**src/rtl/ps2_host_tx.sv**
```systemverilog
// Host-to-device PS/2 transmitter: request-to-send, start/data/parity/stop, device ACK.
// Drives ps2c/ps2d as open-drain enables and flags a missing ACK or a clock timeout.
module ps2_host_tx #(
  parameter int RTS_CYCLES     = 10000,
  parameter int TIMEOUT_CYCLES = 2000000
) (
  input  logic       clk,
  input  logic       reset,
  input  logic       wr_ps2,
  input  logic [7:0] din,
  input  logic       ps2c,
  input  logic       ps2d,
  output logic       ps2c_oe,
  output logic       ps2d_oe,
  output logic       tx_idle,
  output logic       tx_done_tick,
  output logic       ack_err,
  output logic       timeout_err
);

  localparam int RW = (RTS_CYCLES > 1) ? $clog2(RTS_CYCLES) : 1;
  localparam int TW = (TIMEOUT_CYCLES > 1) ? $clog2(TIMEOUT_CYCLES) : 1;
  localparam logic [RW-1:0] RTS_LAST = RW'(RTS_CYCLES - 1);
  localparam logic [TW-1:0] TO_LAST  = TW'(TIMEOUT_CYCLES - 1);

  typedef enum logic [2:0] {
    S_IDLE, S_RTS, S_START, S_DATA, S_STOP, S_DONE, S_ABORT
  } state_t;

  state_t        r_state;
  logic [7:0]    r_filt_sr;
  logic          r_filt_clk;
  logic [8:0]    r_b;
  logic [3:0]    r_n;
  logic [RW-1:0] r_rts_cnt;
  logic [TW-1:0] r_to_cnt;
  logic          r_ps2c_oe, r_ps2d_oe, r_tx_idle, r_done_tick, r_ack_err, r_timeout_err;

  logic w_filt_next;
  logic w_fall_edge;
  logic w_to_hit;

  // NOTE: every always_comb output gets a default first so no path can infer a latch.
  always_comb begin
    w_filt_next = r_filt_clk;
    if (&r_filt_sr)       w_filt_next = 1'b1;
    else if (~|r_filt_sr) w_filt_next = 1'b0;
  end

  assign w_fall_edge = r_filt_clk & ~w_filt_next;
  assign w_to_hit    = (r_to_cnt == TO_LAST);

  // NOTE: sequential state uses non-blocking assignments so all registers update together.
  always_ff @(posedge clk or posedge reset) begin
    if (reset) begin
      r_filt_sr  <= '0;
      r_filt_clk <= 1'b0;
    end else begin
      r_filt_sr  <= {ps2c, r_filt_sr[7:1]};
      r_filt_clk <= w_filt_next;
    end
  end

  always_ff @(posedge clk or posedge reset) begin
    if (reset) begin
      r_state       <= S_IDLE;
      r_b           <= '0;
      r_n           <= '0;
      r_rts_cnt     <= '0;
      r_to_cnt      <= '0;
      r_ps2c_oe     <= 1'b0;
      r_ps2d_oe     <= 1'b0;
      r_tx_idle     <= 1'b1;
      r_done_tick   <= 1'b0;
      r_ack_err     <= 1'b0;
      r_timeout_err <= 1'b0;
    end else begin
      // Completion flags live only in the one-cycle DONE/ABORT states.
      r_done_tick   <= 1'b0;
      r_ack_err     <= 1'b0;
      r_timeout_err <= 1'b0;
      case (r_state)
        S_IDLE: if (wr_ps2) begin
          r_state   <= S_RTS;
          r_b       <= {~^din, din};
          r_rts_cnt <= '0;
          r_ps2c_oe <= 1'b1;
          r_tx_idle <= 1'b0;
        end
        S_RTS: begin
          if (r_rts_cnt == RTS_LAST) begin
            r_state   <= S_START;
            r_to_cnt  <= '0;
            r_ps2c_oe <= 1'b0;
            r_ps2d_oe <= 1'b1;
          end else begin
            r_rts_cnt <= r_rts_cnt + 1'b1;
          end
        end
        S_START, S_DATA, S_STOP: begin
          if (w_fall_edge) begin
            r_to_cnt <= '0;
            case (r_state)
              S_START: begin
                r_state   <= S_DATA;
                r_n       <= 4'd8;
                r_ps2d_oe <= ~r_b[0];
              end
              S_DATA: begin
                if (r_n == 4'd0) begin
                  r_state   <= S_STOP;
                  r_ps2d_oe <= 1'b0;
                end else begin
                  r_b       <= r_b >> 1;
                  r_n       <= r_n - 4'd1;
                  r_ps2d_oe <= ~r_b[1];
                end
              end
              default: begin
                r_state     <= S_DONE;
                r_done_tick <= 1'b1;
                r_ack_err   <= ps2d;
              end
            endcase
          end else if (w_to_hit) begin
            r_state       <= S_ABORT;
            r_ps2c_oe     <= 1'b0;
            r_ps2d_oe     <= 1'b0;
            r_done_tick   <= 1'b1;
            r_timeout_err <= 1'b1;
          end else begin
            r_to_cnt <= r_to_cnt + 1'b1;
          end
        end
        S_DONE, S_ABORT: begin
          r_state   <= S_IDLE;
          r_tx_idle <= 1'b1;
        end
        default: begin
          r_state   <= S_IDLE;
          r_ps2c_oe <= 1'b0;
          r_ps2d_oe <= 1'b0;
          r_tx_idle <= 1'b1;
        end
      endcase
    end
  end

  assign ps2c_oe      = r_ps2c_oe;
  assign ps2d_oe      = r_ps2d_oe;
  assign tx_idle      = r_tx_idle;
  assign tx_done_tick = r_done_tick;
  assign ack_err      = r_ack_err;
  assign timeout_err  = r_timeout_err;

endmodule

```
**config.mk**
```make
export PLATFORM = sky130hd
export DESIGN_NAME = ps2_host_tx
export DESIGN_NICKNAME = d
export VERILOG_FILES = /design/src/rtl/ps2_host_tx.sv
export SDC_FILE = /design/constraint.sdc
export NUM_CORES = 1
export LEC_CHECK = 0
export BUFFER_PORTS_ARGS = -buffer_cell sky130_fd_sc_hd__buf_2
export CAP_MARGIN = 10
export CORE_MARGIN = 10
export CORE_UTILIZATION = 45
export CTS_CLUSTER_DIAMETER = 50
export DETAILED_ROUTE_END_ITERATION = 7
export PLACE_DENSITY = 0.6
export SLEW_MARGIN = 20
export SYNTH_ARGS = -nofsm -noshare
export SYNTH_HDL_FRONTEND = slang
export SYNTH_SLANG_ARGS = --single-unit
export TNS_END_PERCENT = 5
```
**constraint.sdc**
```tcl
create_clock -name clk -period 3.7 [get_ports clk]
set_input_delay 0.74 -clock clk [delete_from_list [all_inputs] [get_ports clk]]
set_output_delay 0.74 -clock clk [all_outputs]
set_load 0.03 [all_outputs]
```
Yosys cells after proc, flatten, opt, wreduce, memory -nomap -nowiden --
Cells that the tools add are included.
Cells by class: add/sub/neg operators 3, eq/ne operators 21, mux-type cells 44, bitwise logic cells 7, reductions and logical operators 22
Operators by type and width (number):
- 21-bit 2-to-1 mux | 3
- 21-bit case mux with 2 select lines | 1
- 9-bit 2-to-1 mux | 4
- 14-bit 2-to-1 mux | 2
- 14-bit case mux with 2 select lines | 1
- 21-bit by 1-bit adder with 21-bit output (second input constant) | 1
- 21-bit equality test (second input constant) | 1
- 1-bit 2-to-1 mux | 19
- 2-bit inequality test (second input constant) | 9
- 9-bit case mux with 2 select lines | 1
- 3-bit 2-to-1 mux | 5
- 14-bit by 1-bit adder with 14-bit output (second input constant) | 1
- 14-bit equality test (second input constant) | 1
- 4-bit AND reduction | 3
- 5-bit AND reduction | 2
- 3-bit equality test (second input constant) | 3
- 3-bit case mux with 3 select lines | 1
- 4-bit inequality test (second input constant) | 2
- 4-bit case mux with 2 select lines | 1
- 8-bit AND reduction | 1
- 2-bit nonzero test | 4
- 8-bit OR reduction | 1
- 8-bit XNOR reduction | 1
- 3-bit by 2-bit equality test with 1-bit output (second input constant) | 2
- other kinds (17) | 27
Storage, ports and cells: flip-flop bits (word level) 66, output and inout port bits 6, logic and storage cells 110

Logic depth before layout (Yosys ltp) --
Gate-level depths: netlist of the first run.
depth after elaboration 7, gate-level depth with buffers 8, depth with buffers taken out 7

Worst setup path after synthesis of the first run --
Ideal clock, no wire load.
path kind register to register, from register r_rts_cnt[5], to register r_to_cnt[8], data arrival time 2.278 ns, path slack 1.296 ns, cell stages (with the launch flop) 7, path buffers 1, period minus slack after synthesis 2.404 ns, cells stage by stage dfrtp_1 > or4_4 > o41ai_4 > o21ai_2 > or2_1 > buf_6 > a221o_1
On the way: cells in the longest elaborated chain, start to end 3
RTL lines:
- start, declared | RTL line 35 | logic [RW-1:0] r_rts_cnt;
- start signal, assigned | RTL line 97 | r_rts_cnt <= r_rts_cnt + 1'b1;
- 14-bit equality test | RTL line 91 | if (r_rts_cnt == RTS_LAST) begin
- 2-bit inequality test (no source line)
- 3-bit AND reduction (no source line)
- end signal, assigned | RTL line 132 | r_to_cnt <= r_to_cnt + 1'b1;
- end, declared | RTL line 36 | logic [TW-1:0] r_to_cnt;
No other way between the ends. A chain may end at the register's enable or synchronous reset.

Worst setup path after layout of the first run --
Same ends and word-level chain as after synthesis.

==> results.tsv, run 1 <==
stage	metric	value	unit
sta	crit path time final	3.02	ns
sta	final period utilization	81.7	%
routing	via-per-instance ratio	5.74	
floorplanning	Die ar.	11700	um2
placed_design	HPWL after DPL	5.48	mm
placed_design	GPL Wtd Cong	0.854	
global_route	total gr overflow	0	
sta	Slew headroom	31.0	%
hold_path	Hold Path Class	reg2reg	
layout	final net count	407	
clocking	Post-CTS Setup Bufs	0	
layout	share of post-route cells with drive strength above 1	13.9	%
global_route	pin count of the biggest net entering global routing	53	
synthesis	simple-gate share of the synthesized area	23.6	%
clocking	Post-CTS Resized	0	
pwr	Tot Pwr	2.44	mW
pwr	leakage	1.65	nW
pwr	Worst VDD drop	0.320	mV
routing	DRC	0	
layout	fill count	710	
routing	remaining antenna violation count after routing	0	
synthesis	mux contribution to synthesized area	2.92	%
routing	via count	2852	
critical_path	r2r setup slk	0.68	ns
floorplanning	Starting Density	45.9	%
routing	drt total wl	7.91	mm
synthesis	Yosys warnings	0	
clocking	CTS H-tree lvls	3	
routing	1st-iter DRT viols	171	
synthesis	number of synthesized flops with an enable pin	0	
clocking	cts bufs inserted	9	
synthesis	Synth async-reset ratio	100	%
layout	P&R area growth vs syn	11.3	%
floorplanning	chip width	108	um
routing	WL/cell	15.9	um
critical_path	Critical Path Sink Type	flip-flop	
sta	Fin Setup TNS	0	ns
clocking	Clk Latency, worst-skew pair	0.34	ns
synthesis	largest family of logic cells by synthesized area	simple AND/OR/NAND/NOR gates	
layout	commonest non-fill, non-tap cell in the layout	dfrtp_1	
critical_path	Worst Setup Start Kind	flip-flop	
pwr	PwrDens	624	nW/um2
layout	Inserted Diodes	0	
global_route	first-pass GRT wire length	13.7	mm
critical_path	Critical Path RT	3.93	ns
floorplanning	# rows	32	
sta	skew final	0.00839	ns
global_route	vias in the first global route	2743	
clocking	Longest Clk Path Bufs	2	
global_route	initial antenna violation count	0	
synthesis	top_reg_cell synth	dfrtp_1	
global_route	GRT Overall Usage	14.3	%
synthesis	Synth Area in XOR/XNOR	3.99	%
critical_path	CP Class	reg2reg	
synthesis	syn nets	387	
sta	final hold violations	0	
synthesis	Avg Inst Size Synth	9.49	um2
clocking	clock root buffer	clkbuf_8	
clocking	Clock transition at path regs	0.08	ns
floorplanning	CORE AREA	7650	um2
critical_path	arrival time worst endpoint	3.25	ns
synthesis	Adder-Cell Fraction of Synth Area	1.71	%
floorplanning	I/O Pins	19	
sta	actual slew at the worst max-slew pin	1.03	ns
synthesis	Seq/Total Area, Yosys	47.1	%
synthesis	Mapped Area	3510	um2
sta	Max Freq	0.331	GHz
status	outcome	finished clean	
sta	unrepaired setup endpoints after global routing	no	
sta	Max Slew Vio Count	0	
clocking	Post-CTS Hold Fix Bufs	0	
run	Max Cap Viol	0	
critical_path	crit path max fanout	16	
synthesis	count of cell types in the netlist	60	
clocking	Clock Sink Count	66	
synthesis	Post-Syn Instances	370	
synthesis	flops & latches, synth	66	
placed_design	I/O Buffers	18	
sta	Setup violations, final	0	
routing	first drt pass iteration count	4	
layout	most frequent cells in the layout	dfrtp_1 (65), nor2_1 (35), o21ai_0 (27)	
clocking	CTS tree	done	
floorplanning	Die Span Y	108	um
synthesis	Synth Area in Compound Gates	17.9	%
==> cell usage after synthesis, types with 6 or more instances <==
library cell / n / share of area [%]
dfrtp_1: 65 / 46
nor2_1: 35 / 3.7
o21ai_0: 27 / 3.8
nand2_1: 26 / 2.8
nand3_1: 21 / 3.0
a21oi_1: 20 / 2.9
nor3_1: 16 / 2.3
xnor2_1: 14 / 3.5
clkbuf_1: 13 / 1.4
inv_1: 10 / 1.1
nand4_1: 10 / 1.8
or3_1: 9 / 1.6
a211o_1: 8 / 2.0
mux2i_1: 8 / 2.3
and3_1: 7 / 1.2
a31oi_1: 6 / 1.1
==> metrics by stage <==
stage	hold WS [ns]	worst slack, ns	area (um2)	std cells	util [%]
global placement	0.400	0.748	3710	481	48.6
detailed placement	0.403	0.714	3720	481	48.6
finish	0.423	0.678	3910	497	51.1
CTS	0.420	0.700	3910	497	51.1
global route	0.439	0.537	3910	497	51.1
floorplan	0.392	1.30	3510	370	-
==> logic make-up after synthesis <==
logic type / after synthesis
XOR/XNOR: 16
flip-flops: 66
AND/OR/NAND/NOR: 156
buffers and inverters: 24
multiplexers: 10
AO/OA/AOI/OAI: 93
adder cells (fa/ha/maj): 5
==> sequential cells by signal (all words and copies together), names as in the netlist, 3 cells and up <==
name and flops:
r_rts_cnt 14, r_to_cnt 21, r_b 9, r_filt_sr 8
r_state 3, r_n 4
==> worst max-delay path: stages (launching register included) <==
cell,delay (ns)
dfrtp_1,0.42
or4_4,0.57
o41ai_4,0.80
o21ai_2,0.30
or2_1,0.44
a221o_1,0.38
==> metal layers <==
layer,track usage (%),vias up,part of all wire (%)
li1,-,1404,-
met1,20.0,1399,50
met2,21.1,47,46
met3,3.21,2,4.3
met4,5.37,0,0.38
met5,0,-,0
==> worst paths after layout <==
path | start | endpoint | depth (start not counted)
max | r_rts_cnt[5]$_DFFE_PP0P_ | r_to_cnt[8]$_DFFE_PP0P_ | 5
max reg2reg | r_rts_cnt[5]$_DFFE_PP0P_ | r_to_cnt[8]$_DFFE_PP0P_ | 5
max in group asynchronous | reset | r_state[0]$_DFFE_PP0P_ | 3
min | r_filt_sr[4]$_DFF_PP0_ | r_filt_sr[3]$_DFF_PP0_ | 0
min in group asynchronous | reset | r_filt_sr[1]$_DFF_PP0_ | 2
min reg2reg | r_filt_sr[4]$_DFF_PP0_ | r_filt_sr[3]$_DFF_PP0_ | 0
==> final cells by class <==
| cell class | instances | area [um2] | share of cell area, % |
|---|---|---|---|
| clock buffers | 9 | 124 | 3.17 |
| flip-flops and latches | 66 | 1650 | 42.3 |
| repair buffers | 23 | 128 | 3.26 |
| clock inverters | 7 | 70.1 | 1.79 |
| inverters | 10 | 40.0 | 1.02 |
| multi-input cells | 280 | 1770 | 45.2 |
| well taps | 102 | 128 | 3.26 |
==> where the power goes <==
part,total [mW],internal [mW],switching [mW],leakage (nW)
Sequential,1.00,0.847,0.157,0.859
Combinational,0.839,0.314,0.524,0.697
Clock,0.595,0.310,0.286,0.0990
Total,2.44,1.47,0.967,1.65
Power figures use the tool's default switching activity.
==> inputs of run 2 (changes only) <==
==> constraint.sdc (replaced) <==
create_clock -name clk -period 3.1 [get_ports clk]
set_input_delay 0.62 -clock clk [delete_from_list [all_inputs] [get_ports clk]]
set_output_delay 0.62 -clock clk [all_outputs]
set_load 0.03 [all_outputs]
==> results.tsv, run 2 (synthesis results as in run 1) <==
stage	metric	value	unit	change
clocking	Post-CTS Hold Fix Bufs	0		unchanged
layout	Final Core Density	51.5	%	+0.34 points
pwr	Worst VDD drop	0.389	mV	+21%
layout	max reg flops	21		unchanged
clocking	Post-CTS Setup Bufs	0		unchanged
pwr	PwrDens	731	nW/um2	+17%
global_route	met2 Resource Use GR	22.5	%	+1.3 points
global_route	vias in the first global route	2840		+3.5%
clocking	Clk Latency, worst-skew pair	0.35	ns	about the same
clocking	Post-CTS Resized	0		unchanged
sta	skew final	0.00519	ns	-0.00320 ns
sta	hold slack	0.374	ns	-0.0487 ns
sta	actual slew at the worst max-slew pin	1.03	ns	-0.00352 ns
critical_path	Worst Setup Start Kind	flip-flop		
critical_path	crit path max fanout	10		-6
sta	final hold violations	0		unchanged
sta	Max Freq	0.388	GHz	+17%
global_route	GRT busiest layer	met2		
critical_path	CP Cell Sequence	or4_4 > o41ai_4 > o21ai_2 > or2_1 > a221o_1		
placed_design	I/O Buffers	18		unchanged
floorplanning	# rows	32		unchanged
routing	via count	2881		+1.0%
placed_design	GPL Wtd Cong	0.863		+1.0%
routing	WL/cell	15.9	um	-0.12%
layout	P&R area growth vs syn	12.1	%	
layout	Most flops, register	r_to_cnt		
global_route	total gr overflow	0		unchanged
floorplanning	Starting Density	45.9	%	unchanged
floorplanning	CORE AREA	7650	um2	unchanged
critical_path	Critical Path Sink Type	flip-flop		
global_route	first-pass GRT wire length	13.9	mm	+1.9%
global_route	met3 usage	4.70	%	+1.5 points
floorplanning	Die Span Y	108	um	unchanged
clocking	clock root buffer	clkbuf_8		
routing	drt total wl	8.00	mm	+1.1%
layout	final net count	414		+1.7%
routing	1st-iter DRT viols	162		-5.3%
clocking	CTS tree	done		
floorplanning	Die ar.	11700	um2	unchanged
critical_path	CP Class	reg2reg		
clocking	CTS H-tree lvls	3		unchanged
layout	Inserted Diodes	0		unchanged
sta	Setup violations, final	0		unchanged
layout	Largest regs	r_to_cnt x21, r_rts_cnt x14, r_b x9		
clocking	Clock Sink Count	66		unchanged
placed_design	HPWL after DPL	5.52	mm	+0.71%
critical_path	CP bufs+invs	0		unchanged
routing	via-per-instance ratio	5.73		-0.19%
sta	final period utilization	83.2	%	+1.5 points
global_route	GRT Overall Usage	14.7	%	+0.42 points
layout	share of post-route cells with drive strength above 1	15.0	%	+1.0 points
global_route	met1 Track Usage GR	19.3	%	-0.73 points
hold_path	Hold Path Class	in2reg		
routing	remaining antenna violation count after routing	0		unchanged
sta	Fin Setup TNS	0	ns	unchanged
critical_path	Critical Path RT	3.34	ns	-0.59 ns
routing	DRC	0		unchanged
pwr	leakage	1.68	nW	+1.7%
critical_path	Crit path max-delay family	compound AO/OA/AOI/OAI gates		
layout	most frequent cells in the layout	dfrtp_1 (65), nor2_1 (35), o21ai_0 (27)		
clocking	Clock transition at path regs	0.07	ns	about the same
routing	first drt pass iteration count	4		unchanged
critical_path	delay of the slowest critical-path stage	0.57	ns	-0.23 ns
global_route	pin count of the biggest net entering global routing	67		+26%
layout	commonest non-fill, non-tap cell in the layout	dfrtp_1		
floorplanning	chip width	108	um	unchanged
layout	fill count	722		+1.7%
critical_path	arrival time worst endpoint	2.82	ns	-0.43 ns
sta	Slew headroom	31.2	%	+0.23 points
floorplanning	I/O Pins	19		unchanged
clocking	Longest Clk Path Bufs	2		unchanged
clocking	cts bufs inserted	9		unchanged
status	outcome	finished clean		
run	Max Cap Viol	0		unchanged
sta	unrepaired setup endpoints after global routing	no		
sta	crit path time final	2.58	ns	-0.442 ns
global_route	initial antenna violation count	0		unchanged
sta	Max Slew Vio Count	0		unchanged
critical_path	Slowest-stage cell, CP	or4_4		
-- run 2: cell types whose count changed in the layout (fill, tap and decap cells not counted), sizes merged --
cell,before,now
buf,23,30
clkbuf,9,12
clkinv,5,3
bufinv,1,0
clkinvlp,1,0
-- run 2: path summary, 6_finish.rpt --
| check | to | slack (ns) | cells past startpoint | start |
|---|---|---|---|---|
| min in group asynchronous | r_filt_sr[4]$_DFF_PP0_ | 0.50 | 3 | reset |
| max in group asynchronous | r_n[2]$_DFFE_PP0P_ | 2.03 | 3 | reset |
| min | r_filt_sr[7]$_DFF_PP0_ | 0.37 | 1 | ps2c |
| max reg2reg | r_to_cnt[8]$_DFFE_PP0P_ | 0.52 | 5 | r_rts_cnt[5]$_DFFE_PP0P_ |
| max | r_to_cnt[8]$_DFFE_PP0P_ | 0.52 | 5 | r_rts_cnt[5]$_DFFE_PP0P_ |
| min reg2reg | r_filt_sr[5]$_DFF_PP0_ | 0.43 | 0 | r_filt_sr[6]$_DFF_PP0_ |
-- run 2: cell type report --
cell class	instances	area, um2	area share, %
multi-input cells	280	1770	44.9
well taps	102	128	3.24
clock buffers	12	155	3.94
flip-flops and latches	66	1650	42.0
inverters	10	37.5	0.954
clock inverters	3	15.0	0.381
repair buffers	30	180	4.58
-- run 2: worst register-to-register path: stages (launching register included) --
cell     delay (ns)
dfrtp_1        0.43
or4_4          0.57
o41ai_4        0.44
o21ai_2        0.23
or2_1          0.42
a221o_1        0.38
-- run 2: through the flow --
| step | worst slack, ns | instance area, um2 | power (mW) | instances |
|---|---|---|---|---|
| after detailed placement | 0.548 | 3770 | 2.25 | 488 |
| final | 0.520 | 3940 | 2.88 | 503 |
| after CTS | 0.539 | 3940 | 2.91 | 503 |
| after floorplan | 0.696 | 3510 | 1.96 | 370 |
| after global placement | 0.575 | 3770 | 2.24 | 488 |
| after global routing | 0.333 | 3940 | 3.09 | 503 |
-- run 2: metal layers --
metal,part of all wire [%],routed length (um)
met5,0,0
met4,1.3,104
met3,3.8,302
met2,45,3640
met1,49,3950
-- run 2: power breakdown --
part | internal (mW) | total, mW | switching, mW
clock network | 0.326 | 0.645 | 0.320
logic | 0.406 | 1.06 | 0.658
registers | 1.01 | 1.17 | 0.157
==> inputs of run 3 (changes only) <==
--- a/config.mk
+++ b/config.mk
@@ -11,7 +11,7 @@
 export CORE_UTILIZATION = 45
 export CTS_CLUSTER_DIAMETER = 50
 export DETAILED_ROUTE_END_ITERATION = 7
-export PLACE_DENSITY = 0.6
+export PLACE_DENSITY = 0.62
 export SLEW_MARGIN = 20
 export SYNTH_ARGS = -nofsm -noshare
 export SYNTH_HDL_FRONTEND = slang
==> constraint.sdc (replaced) <==
create_clock -name clk -period 2.3 [get_ports clk]
set_input_delay 0.46 -clock clk [delete_from_list [all_inputs] [get_ports clk]]
set_output_delay 0.46 -clock clk [all_outputs]
set_load 0.03 [all_outputs]
==> results.tsv, run 3 (synthesis results as in run 1) <==
stage	metric	value	unit	change
status	outcome	finished clean		
run	Max Cap Viol	0		unchanged
sta	Max Slew Vio Count	0		unchanged
critical_path	arrival time worst endpoint	2.51	ns	-0.31 ns
floorplanning	Starting Density	45.9	%	unchanged
sta	final period utilization	99.6	%	+16 points
routing	remaining antenna violation count after routing	0		unchanged
layout	commonest non-fill, non-tap cell in the layout	dfrtp_1		
routing	1st-iter DRT viols	101		-38%
sta	Fin Setup TNS	0	ns	unchanged
critical_path	CP Cell Sequence	or4bb_4 > o41ai_4 > o41ai_1 > or3_1 > mux2_1		
placed_design	Post-Place Cells	514		+5.3%
sta	setup slack after layout	0.00996	ns	-0.510 ns
global_route	total gr overflow	0		unchanged
layout	Largest regs	r_to_cnt x21, r_rts_cnt x14, r_b x9		
sta	actual slew at the worst max-slew pin	0.558	ns	-0.474 ns
layout	share of post-route cells with drive strength above 1	20.6	%	+5.6 points
clocking	Post-CTS Hold Fix Bufs	0		unchanged
floorplanning	CORE AREA	7650	um2	unchanged
clocking	Longest Clk Path Bufs	2		unchanged
pwr	Worst VDD drop	0.452	mV	+16%
pwr	Tot Pwr	4.22	mW	+47%
layout	most frequent cells in the layout	dfrtp_1 (65), buf_4 (37), nor2_1 (35)		
floorplanning	Die Span Y	108	um	unchanged
sta	skew final	0.00822	ns	+0.00303 ns
layout	final net count	440		+6.3%
layout	Most flops, register	r_to_cnt		
floorplanning	# rows	32		unchanged
sta	crit path time final	2.29	ns	-0.290 ns
routing	WL/cell	15.4	um	-3.0%
pwr	PwrDens	1010	nW/um2	+38%
clocking	cts bufs inserted	9		unchanged
placed_design	GPL Wtd Cong	0.864		+0.14%
placed_design	HPWL after DPL	5.87	mm	+6.4%
sta	Slew headroom	62.8	%	+32 points
hold_path	Hold Path Class	in2async		
placed_design	I/O Buffers	18		unchanged
floorplanning	I/O Pins	19		unchanged
global_route	GRT Overall Usage	14.9	%	+0.14 points
floorplanning	chip width	108	um	unchanged
global_route	initial antenna violation count	0		unchanged
global_route	pin count of the biggest net entering global routing	32		-52%
critical_path	delay of the slowest critical-path stage	0.57	ns	about the same
clocking	CTS H-tree lvls	3		unchanged
clocking	CTS tree	done		
clocking	Clock transition at path regs	0.07	ns	about the same
routing	DRC	0		unchanged
layout	max reg flops	21		unchanged
critical_path	Slowest-stage cell, CP	or4bb_4		
sta	Setup violations, final	0		unchanged
critical_path	crit path max fanout	3		-7
routing	via-per-instance ratio	5.66		-1.2%
clocking	Post-CTS Setup Bufs	0		unchanged
global_route	first-pass GRT wire length	14.3	mm	+3.0%
layout	Non-Filler Instances	529		+5.2%
sta	final hold violations	0		unchanged
pwr	leakage	1.84	nW	+9.4%
placed_design	pre-CTS WS	-0.00957	ns	-0.558 ns
floorplanning	Die ar.	11700	um2	unchanged
routing	via count	2993		+3.9%
sta	unrepaired setup endpoints after global routing	yes		
routing	drt total wl	8.16	mm	+2.0%
critical_path	Critical Path RT	2.52	ns	-0.82 ns
critical_path	CP Class	reg2reg		
clocking	clock root buffer	clkbuf_8		
routing	first drt pass iteration count	7		+3
layout	Inserted Diodes	0		unchanged
critical_path	Critical Path Sink Type	flip-flop		
clocking	Clock Sink Count	66		unchanged
clocking	Clk Latency, worst-skew pair	0.34	ns	about the same
layout	P&R area growth vs syn	19.1	%	
sta	Max Freq	0.437	GHz	+13%
critical_path	Worst Setup Start Kind	flip-flop		
global_route	vias in the first global route	3026		+6.5%
==> run 3: changes by cell type in the layout (fill, tap and decap cells not counted) <==
cell / change
buf_4: +25
clkinv_2: -2
buf_12: +1
bufinv_16: +1
clkbuf_8: +1
or2_1: -1
or2_4: +1
or4bb_1: -1
or4bb_4: +1
==> run 3: repair_timing <==
item,in CTS,in global routing
setup endpoints to repair,1,3
pin swaps,0,0
endpoints found under the hold margin,0,0
resized for setup,1,1
==> run 3: critical path, delay by kind of cell, from the launching register on <==
| family | cells | cell delay [ns] |
|---|---|---|
| AO/OA/AOI/OAI | 2 | 0.52 |
| flip-flops | 1 | 0.39 |
| multiplexers | 1 | 0.32 |
| AND/OR/NAND/NOR | 2 | 0.93 |
==> run 3: layer usage <==
layer,vias to the layer above,GRT usage [%],share of wire [%]
met5,-,0,0
met4,0,4.24,1.1
met3,10,3.81,4.8
met2,65,25.0,49
met1,1441,18.5,45
li1,1477,-,-
==> run 3: stage by stage <==
stage	area, um2	util [%]	hold slack, ns
floorplan	3510	-	0.392
global placement	3970	52.0	0.397
detailed placement	3970	52.0	0.410
CTS	4180	54.7	0.181
global route	4180	54.7	0.207
finish	4180	54.7	0.171
==> run 3: power by group <==
part	leakage (nW)	switching [mW]	internal (mW)
registers	0.859	0.156	1.37
logic	0.877	0.993	0.700
clock network	0.106	0.426	0.583
==> run 3: area by class of cell <==
class | instances | area, um2
clock buffers | 13 | 169
multi-input cells | 280 | 1770
fillers | 691 | 3460
well taps | 102 | 128
clock inverters | 2 | 35.0
inverters | 10 | 37.5
flip-flops and latches | 66 | 1650
repair buffers | 56 | 388
==> run 3: final timing paths <==
| kind | end | start | slack, ns | depth (start not counted) |
|---|---|---|---|---|
| min reg2reg | r_filt_sr[0]$_DFF_PP0_ | r_filt_sr[1]$_DFF_PP0_ | 0.42 | 0 |
| min in group clk | r_filt_sr[7]$_DFF_PP0_ | ps2c | 0.23 | 1 |
| max in group asynchronous | r_state[0]$_DFFE_PP0P_ | reset | 1.56 | 3 |
| min | r_rts_cnt[5]$_DFFE_PP0P_ | reset | 0.17 | 2 |
| max | r_state[0]$_DFFE_PP0P_ | r_rts_cnt[12]$_DFFE_PP0P_ | 0.01 | 5 |
| max reg2reg | r_state[0]$_DFFE_PP0P_ | r_rts_cnt[12]$_DFFE_PP0P_ | 0.01 | 5 |
